## config.mk

```make
export PLATFORM = sky130hd
export DESIGN_NAME = mul_seq_ctrl
export DESIGN_NICKNAME = d
export VERILOG_FILES = /design/src/rtl/mul_seq_ctrl.sv
export SDC_FILE = /design/constraint.sdc
export NUM_CORES = 1
export LEC_CHECK = 0
export BUFFER_PORTS_ARGS = -buffer_cell sky130_fd_sc_hd__buf_2
export CORE_ASPECT_RATIO = 1.5
export CORE_MARGIN = 4
export CORE_UTILIZATION = 30
export CTS_BUF_LIST = sky130_fd_sc_hd__clkbuf_4 sky130_fd_sc_hd__clkbuf_8 sky130_fd_sc_hd__clkbuf_16
export CTS_CLUSTER_DIAMETER = 120
export DETAILED_ROUTE_END_ITERATION = 8
export PLACE_DENSITY = 0.64
export SETUP_SLACK_MARGIN = 0.15
export SLEW_MARGIN = 5
export SYNTH_ARGS = -nofsm -noshare
export SYNTH_HDL_FRONTEND = slang
export SYNTH_SLANG_ARGS = --single-unit
export TNS_END_PERCENT = 30
```

## constraint.sdc

```tcl
create_clock -name clk -period 1.8 [get_ports clk]
set_input_delay 0.09 -clock clk [delete_from_list [all_inputs] [get_ports clk]]
set_output_delay 0.09 -clock clk [all_outputs]
set_load 0.01 [all_outputs]
```

## src/rtl/mul_seq_ctrl.sv

```systemverilog
// Sequencer for the nibble-multiply step block; STEP_TIMEOUT_EN adds a RUN-cycle abort (TIMEOUT_CYC).
// Latency: result valid at the edge ending the step block's done cycle, N = step path length (3..5).
// Backpressure: in_ready only in IDLE; result held in HOLD until out_ready, no same-cycle turnaround.
module mul_seq_ctrl #(
    parameter int unsigned TIMEOUT_CYC = 8
) (
    input  logic        clk,
    input  logic        rst_n,
    input  logic        in_valid,
    output logic        in_ready,
    input  logic [7:0]  op_x,
    input  logic [7:0]  op_y,
    output logic        out_valid,
    input  logic        out_ready,
    output logic [7:0]  prod,
    output logic        err,
    output logic [15:0] step_p1,
    output logic [7:0]  step_p2,
    output logic [2:0]  step_state_in,
    input  logic [2:0]  step_state_out,
    input  logic [7:0]  step_n1,
    input  logic [7:0]  step_n2,
    input  logic        step_done
);

    typedef enum logic [1:0] {
        IDLE = 2'd0,
        RUN  = 2'd1,
        HOLD = 2'd2
    } fsm_t;

    fsm_t       fsm_q, fsm_d;
    logic [7:0] x_q, x_d;
    logic [7:0] y_q, y_d;
    logic [7:0] acc_q, acc_d;
    logic [2:0] st_q, st_d;
    logic [7:0] prod_q, prod_d;

`ifdef STEP_TIMEOUT_EN
    localparam logic [3:0] TMO_LAST = 4'(TIMEOUT_CYC - 1);

    logic [3:0] cnt_q, cnt_d;
    logic       err_q, err_d;
`else
    logic unused_tmo;
    assign unused_tmo = (TIMEOUT_CYC != 0);
`endif

    always_ff @(posedge clk or negedge rst_n) begin
        if (!rst_n) begin
            fsm_q  <= IDLE;
            x_q    <= '0;
            y_q    <= '0;
            acc_q  <= '0;
            st_q   <= '0;
            prod_q <= '0;
`ifdef STEP_TIMEOUT_EN
            cnt_q  <= '0;
            err_q  <= 1'b0;
`endif
        end else begin
            fsm_q  <= fsm_d;
            x_q    <= x_d;
            y_q    <= y_d;
            acc_q  <= acc_d;
            st_q   <= st_d;
            prod_q <= prod_d;
`ifdef STEP_TIMEOUT_EN
            cnt_q  <= cnt_d;
            err_q  <= err_d;
`endif
        end
    end

    always_comb begin
        fsm_d  = fsm_q;
        x_d    = x_q;
        y_d    = y_q;
        acc_d  = acc_q;
        st_d   = st_q;
        prod_d = prod_q;
`ifdef STEP_TIMEOUT_EN
        cnt_d  = cnt_q;
        err_d  = err_q;
`endif
        case (fsm_q)
            IDLE: begin
                if (in_valid) begin
                    x_d   = op_x;
                    y_d   = op_y;
                    st_d  = 3'b000;
                    acc_d = '0;
                    fsm_d = RUN;
`ifdef STEP_TIMEOUT_EN
                    cnt_d = '0;
`endif
                end
            end
            RUN: begin
                if (step_done) begin
                    // The step block owns the arithmetic; its n1 in the done cycle is the answer.
                    prod_d = step_n1;
                    st_d   = 3'b000;
                    fsm_d  = HOLD;
`ifdef STEP_TIMEOUT_EN
                    err_d  = 1'b0;
                end else if (cnt_q == TMO_LAST) begin
                    prod_d = 8'h00;
                    err_d  = 1'b1;
                    st_d   = 3'b000;
                    fsm_d  = HOLD;
`endif
                end else begin
                    st_d  = step_state_out;
                    acc_d = step_n2;
`ifdef STEP_TIMEOUT_EN
                    cnt_d = cnt_q + 4'd1;
`endif
                end
            end
            HOLD: begin
                if (out_ready) begin
                    fsm_d = IDLE;
                end
            end
            default: fsm_d = IDLE;
        endcase
    end

    assign in_ready      = (fsm_q == IDLE);
    assign out_valid     = (fsm_q == HOLD);
    assign prod          = prod_q;
    assign step_p1       = {x_q, y_q};
    assign step_p2       = acc_q;
    assign step_state_in = st_q;

`ifdef STEP_TIMEOUT_EN
    assign err = err_q;
`else
    assign err = 1'b0;
`endif

endmodule

```

Yosys cells after proc, flatten, opt, wreduce, memory -nomap -nowiden
Index checks and enable logic that the tools add are counted.

word-level totals
  flip-flop bits (word level) = 37
  bits of input ports = 40
  output and inout bits = 38

operators by class
  equal/unequal tests = 6
  mux-type cells = 10
  reduce and logical (&&, ||, !) cells = 7

operator list
  cell                number
  $mux 8              2
  $pmux 8 s2          1
  $mux 2              3
  $mux 3              2
  $ne 2x2->1 const B  3
  $pmux 2 s3          1
  $pmux 3 s2          1
  $reduce_and 2->1    3
  $reduce_and 3->1    2
  $eq 2x1->1 const B  1
  $eq 2x2->1 const B  1
  $logic_not 2->1     1
  $ne 2x1->1 const B  1
  $reduce_bool 2->1   1

Logic depth before layout (Yosys ltp)
  depth after elaboration = 3
  gate-level depth with buffers = 4
  gate-level depth less buffers = 2

Least setup slack after synthesis
OpenSTA, ideal clock, no wires.

  path type = flip-flop to flip-flop
  from = reg fsm_q[1]
  to = reg x_q[0]
  setup time = 125 ps
  data arrival time = 1316 ps
  required time = 1675 ps
  slack = 359 ps
  stages on the path, launching flop included = 5
  path buffers = 2
  clock period less this slack = 1441 ps
  cell sequence = dfrtp_1 > buf_6 > nor3b_4 > buf_12 > mux2_4

between the ends
  word-level cells in the longest chain between the ends = 2

ends and longest elaborated chain
  item                               line  source
  start: declaration                 32    fsm_t fsm_q, fsm_d;
  start signal: assignment           62    fsm_q <= fsm_d;
  $logic_not 2->1                    86    case (fsm_q)
  $reduce_and 2->1 (no source line)  n/a
  end signal: assignment             52    x_q <= '0;
  end signal: assignment             63    x_q <= x_d;
  end: declaration                   33    logic [7:0] x_q, x_d;

No other way between the ends.
A chain may end at the register's enable or synchronous reset.

Final worst setup path
  from = reg fsm_q[0]
  to = reg y_q[7]

between the ends
  word-level cells in the longest chain between the ends = 2

ends and longest elaborated chain
  item                               line  source
  $logic_not 2->1                    86
  $reduce_and 2->1 (no source line)  n/a
  end signal: assignment             64    y_q <= y_d;
  end: declaration                   34    logic [7:0] y_q, y_d;

No other way between the ends.

==> key figures <==
Critical path
  – Crit path DAT: 1640 ps
  – WP data required: 1960 ps
  – Worst-path fanout max: 16
  – CP Capture Type: flop
  – Max stage delay on crit path: slightly below 500 ps
  – CP max-delay cell: dfrtp_1
  – CP bufs+invs: 1
  – CP delay by family, top: flip-flops
  – Crit-path cells: nor3b_4 -> buf_4 -> mux2_2
  – Critical path class: reg2reg
  – Setup crit start kind: flop

Synthesis
  – Synthesis Warnings: 0
  – Number of synthesized flops with an enable pin: 0
  – #FFs+latches synth: 37
  – Asr flop ratio synth: 100%
  – Largest family of logic cells by synthesized area: multiplexers
  – Syn Area/Cell: ~13 sq um
  – Mapped Area: about 1600 sq um
  – Synth Instances: roughly 120
  – Sequential share of the synthesized area: between 50% and 60%
  – Syn nets: 159
  – Synth Area in Compound Gates: around 8.0%
  – Post-Synth Simple-Gate Area: 8.14%
  – Fraction of synthesized cell area in xor and xnor cells: 0%
  – Post-Synth Adder-Cell Area: 0%
  – Mux share of post-synthesis cell area: 19.3%
  – Distinct cells, synth: 23
  – Main synth FF type: dfrtp_1

Cells and area
  – Multi-input logic area: 569 sq um
  – Area Overhead vs Synth: 32.7%
  – Share of layout cells above drive strength 1: about 57%
  – Filler cells: 514
  – Final Net Count: between 200 and 250
  – Register area: 926 sq um
  – N_diodes: 0

Clock tree
  – Later-pin clock latency in the skew report: approximately 280 ps
  – # Post-CTS Setup Buffers: 0
  – Clk sink count: 37
  – CTS tree: built
  – Worst-path clk slew: about 70 ps
  – Root Driver: clkbuf_8
  – Hold buffers post-CTS: 2
  – TritonCTS buffer count: 5
  – Longest Clk Path Bufs: 2
  – Cts repair resizes: 0
  – CTS H-tree lvls: 2

STA
  – Fmax: ~680 MHz
  – Final TNS setup: 0 ps
  – Final Max Slew Viols: 0
  – Setup ws final: between 300 and 400 ps
  – Fin crit share: 82.1%
  – Worst Tran Pin Value: between 800 and 900 ps
  – Fin Hold WS: 39.2 ps
  – Layout Skew: between 6 and 7 ps
  – Setup violations, final: 0
  – Hold Vio Cnt, Final: 0
  – Worst slew margin: 45.4%
  – Minimum clock period: 1480 ps
  – RSZ-0062 raised after global routing: no

Detailed routing
  – Routed vias: about 1,200
  – Vias per cell: about 4.4
  – Total Routed Length: between 3000 and 4000 um
  – Initial DRC count: 32
  – DRT antenna net count: 0
  – Post-DR wirelength/cell: 12.9 um
  – # DRC: 0
  – Drt first pass iters: 4

Placed design
  – Dpl ws: between 300 and 400 ps
  – Gpl congestion: between 0.7 and 0.8
  – Port buffer count: 76
  – Post-DP HPWL: between 2000 and 3000 um

Power
  – Clock Power Share: between 10% and 20%
  – Peak supply drop: 0.901 mV
  – Sw Ratio: ~35%
  – Int Power: 0.00239 W
  – Sequential share of power: between 40% and 50%
  – Comb pwr share: roughly 43%
  – Pwr per Cell Area: ~1700 nW/um^2
  – Net switching power: 0.00126 W
  – Pleak: roughly 1.1 nW

GRT
  – GRT Residual Overflow: 0
  – Number of global-route vias before repair: between 1,000 and 1,500
  – First-pass GRT wire length: ~5200 um
  – Total GRT Usage: between 10% and 20%
  – Initial antenna violation count: 0
  – Largest net degree at the start of global routing: 38

Status
  – Outcome: finished clean

Floorplan
  – Die area: about 6600 sq um
  – Chip width: 67.6 um
  – Die height: roughly 100 um
  – Core Box Area: ~5200 sq um
  – # rows: 32
  – Initial Util: 30.9%
  – I/O pins: 78

Run
  – Max-cap viol count: 0

Min path
  – Worst hold path class: in2reg
==> registers in the layout, indices dropped and copies added (netlist names) <==
name / cells
prod: 8
step_p2: 8
x_q: 8
y_q: 8
step_state_in: 3
fsm_q: 2
==> path summary, 6_finish.rpt <==
kind	from	to	slack [ps]	cells after the start
setup reg to reg	fsm_q[0]$_DFFE_PN0P_	y_q[7]$_DFFE_PN0P_	320	3
hold / removal	step_n1[1]	prod[1]$_DFFE_PN0P_	40	2
max in group asynchronous	rst_n	prod[3]$_DFFE_PN0P_	840	2
setup / recovery	fsm_q[0]$_DFFE_PN0P_	y_q[7]$_DFFE_PN0P_	320	3
hold reg to reg	step_state_in[0]$_DFFE_PN0P_	step_state_in[0]$_DFFE_PN0P_	500	1
min in group asynchronous	rst_n	step_p2[6]$_DFFE_PN0P_	450	2
==> power by group through the flow <==
stage          Clock, W  Combinational (W)  Sequential [W]
6_report       0.000577            0.00158         0.00150
5_1_grt        0.000638            0.00171         0.00156
4_1_cts        0.000611            0.00160         0.00151
3_5_place_dp          0            0.00159         0.00152
3_3_place_gp          0            0.00158         0.00151
2_1_floorplan         0           0.000897         0.00166
==> logic make-up after synthesis <==
| logic type | Yosys count |
|---|---|
| AND/OR/NAND/NOR | 24 |
| AO/OA/AOI/OAI | 15 |
| other | 1 |
| buffers and inverters | 18 |
| flip-flops | 37 |
| multiplexers | 24 |
==> per-stage QoR <==
step | utilization, % | instance area [sq um] | instances | total power, W
floorplan | - | 1600 | 119 | 0.00255
global placement | 38.9 | 2010 | 256 | 0.00309
detailed placement | 38.9 | 2010 | 256 | 0.00311
CTS | 41.0 | 2120 | 265 | 0.00372
global route | 41.0 | 2120 | 265 | 0.00391
finish | 41.0 | 2120 | 265 | 0.00365
==> cells in the mapped netlist, types with 2 or more instances <==
| cell type | number | area share, % |
|---|---|---|
| dfrtp_1 | 37 | 58 |
| mux2_2 | 14 | 9.9 |
| mux2_4 | 10 | 9.4 |
| inv_1 | 9 | 2.1 |
| nand2_1 | 8 | 1.9 |
| nand3_1 | 8 | 2.5 |
| o221ai_1 | 8 | 4.4 |
| clkbuf_1 | 5 | 1.2 |
| a32o_1 | 3 | 1.9 |
| buf_6 | 2 | 1.4 |
| nand2b_1 | 2 | 0.78 |
| nor2_1 | 2 | 0.47 |
==> worst register-to-register path, cell delays in order, from the launching register on <==
cell and delay, ps:
dfrtp_1 490, nor3b_4 200, buf_4 290, mux2_2 380
==> metal layers <==
metal,vias to the layer above,share of wire (%),GRT usage [%],wire length (um)
li1,569,-,-,-
met1,542,43,12.3,1470
met2,55,48,16.8,1630
met3,3,8.5,3.47,291
met4,0,0.99,2.34,34
met5,-,0,0,0
==> layout make-up <==
class	instances	share of cell area, %
Clock buffer	7	4.25
Multi-Input combinational cell	64	26.9
Timing Repair Buffer	80	19.6
Inverter	9	1.59
Tap cell	68	4.01
Sequential cell	37	43.7
==> layout by cell type, fill, tap and decap left out <==
master / n
inv_1: 9
or2b_1: 1
buf_2: 76
o221ai_1: 8
nand3_1: 8
a32o_1: 3
o21ai_0: 1
conb_1: 1
mux2_2: 14
nor3b_4: 1
o21ba_2: 1
nand3b_1: 1
dfrtp_1: 37
mux2_4: 10
a21oi_1: 1
buf_4: 2
o21bai_1: 1
nand2_1: 8
dlygate4sd3_1: 2
clkbuf_8: 6
clkbuf_4: 1
or2_2: 1
nor2_1: 2
nand2b_1: 2
(Power assumes the default switching activity.)
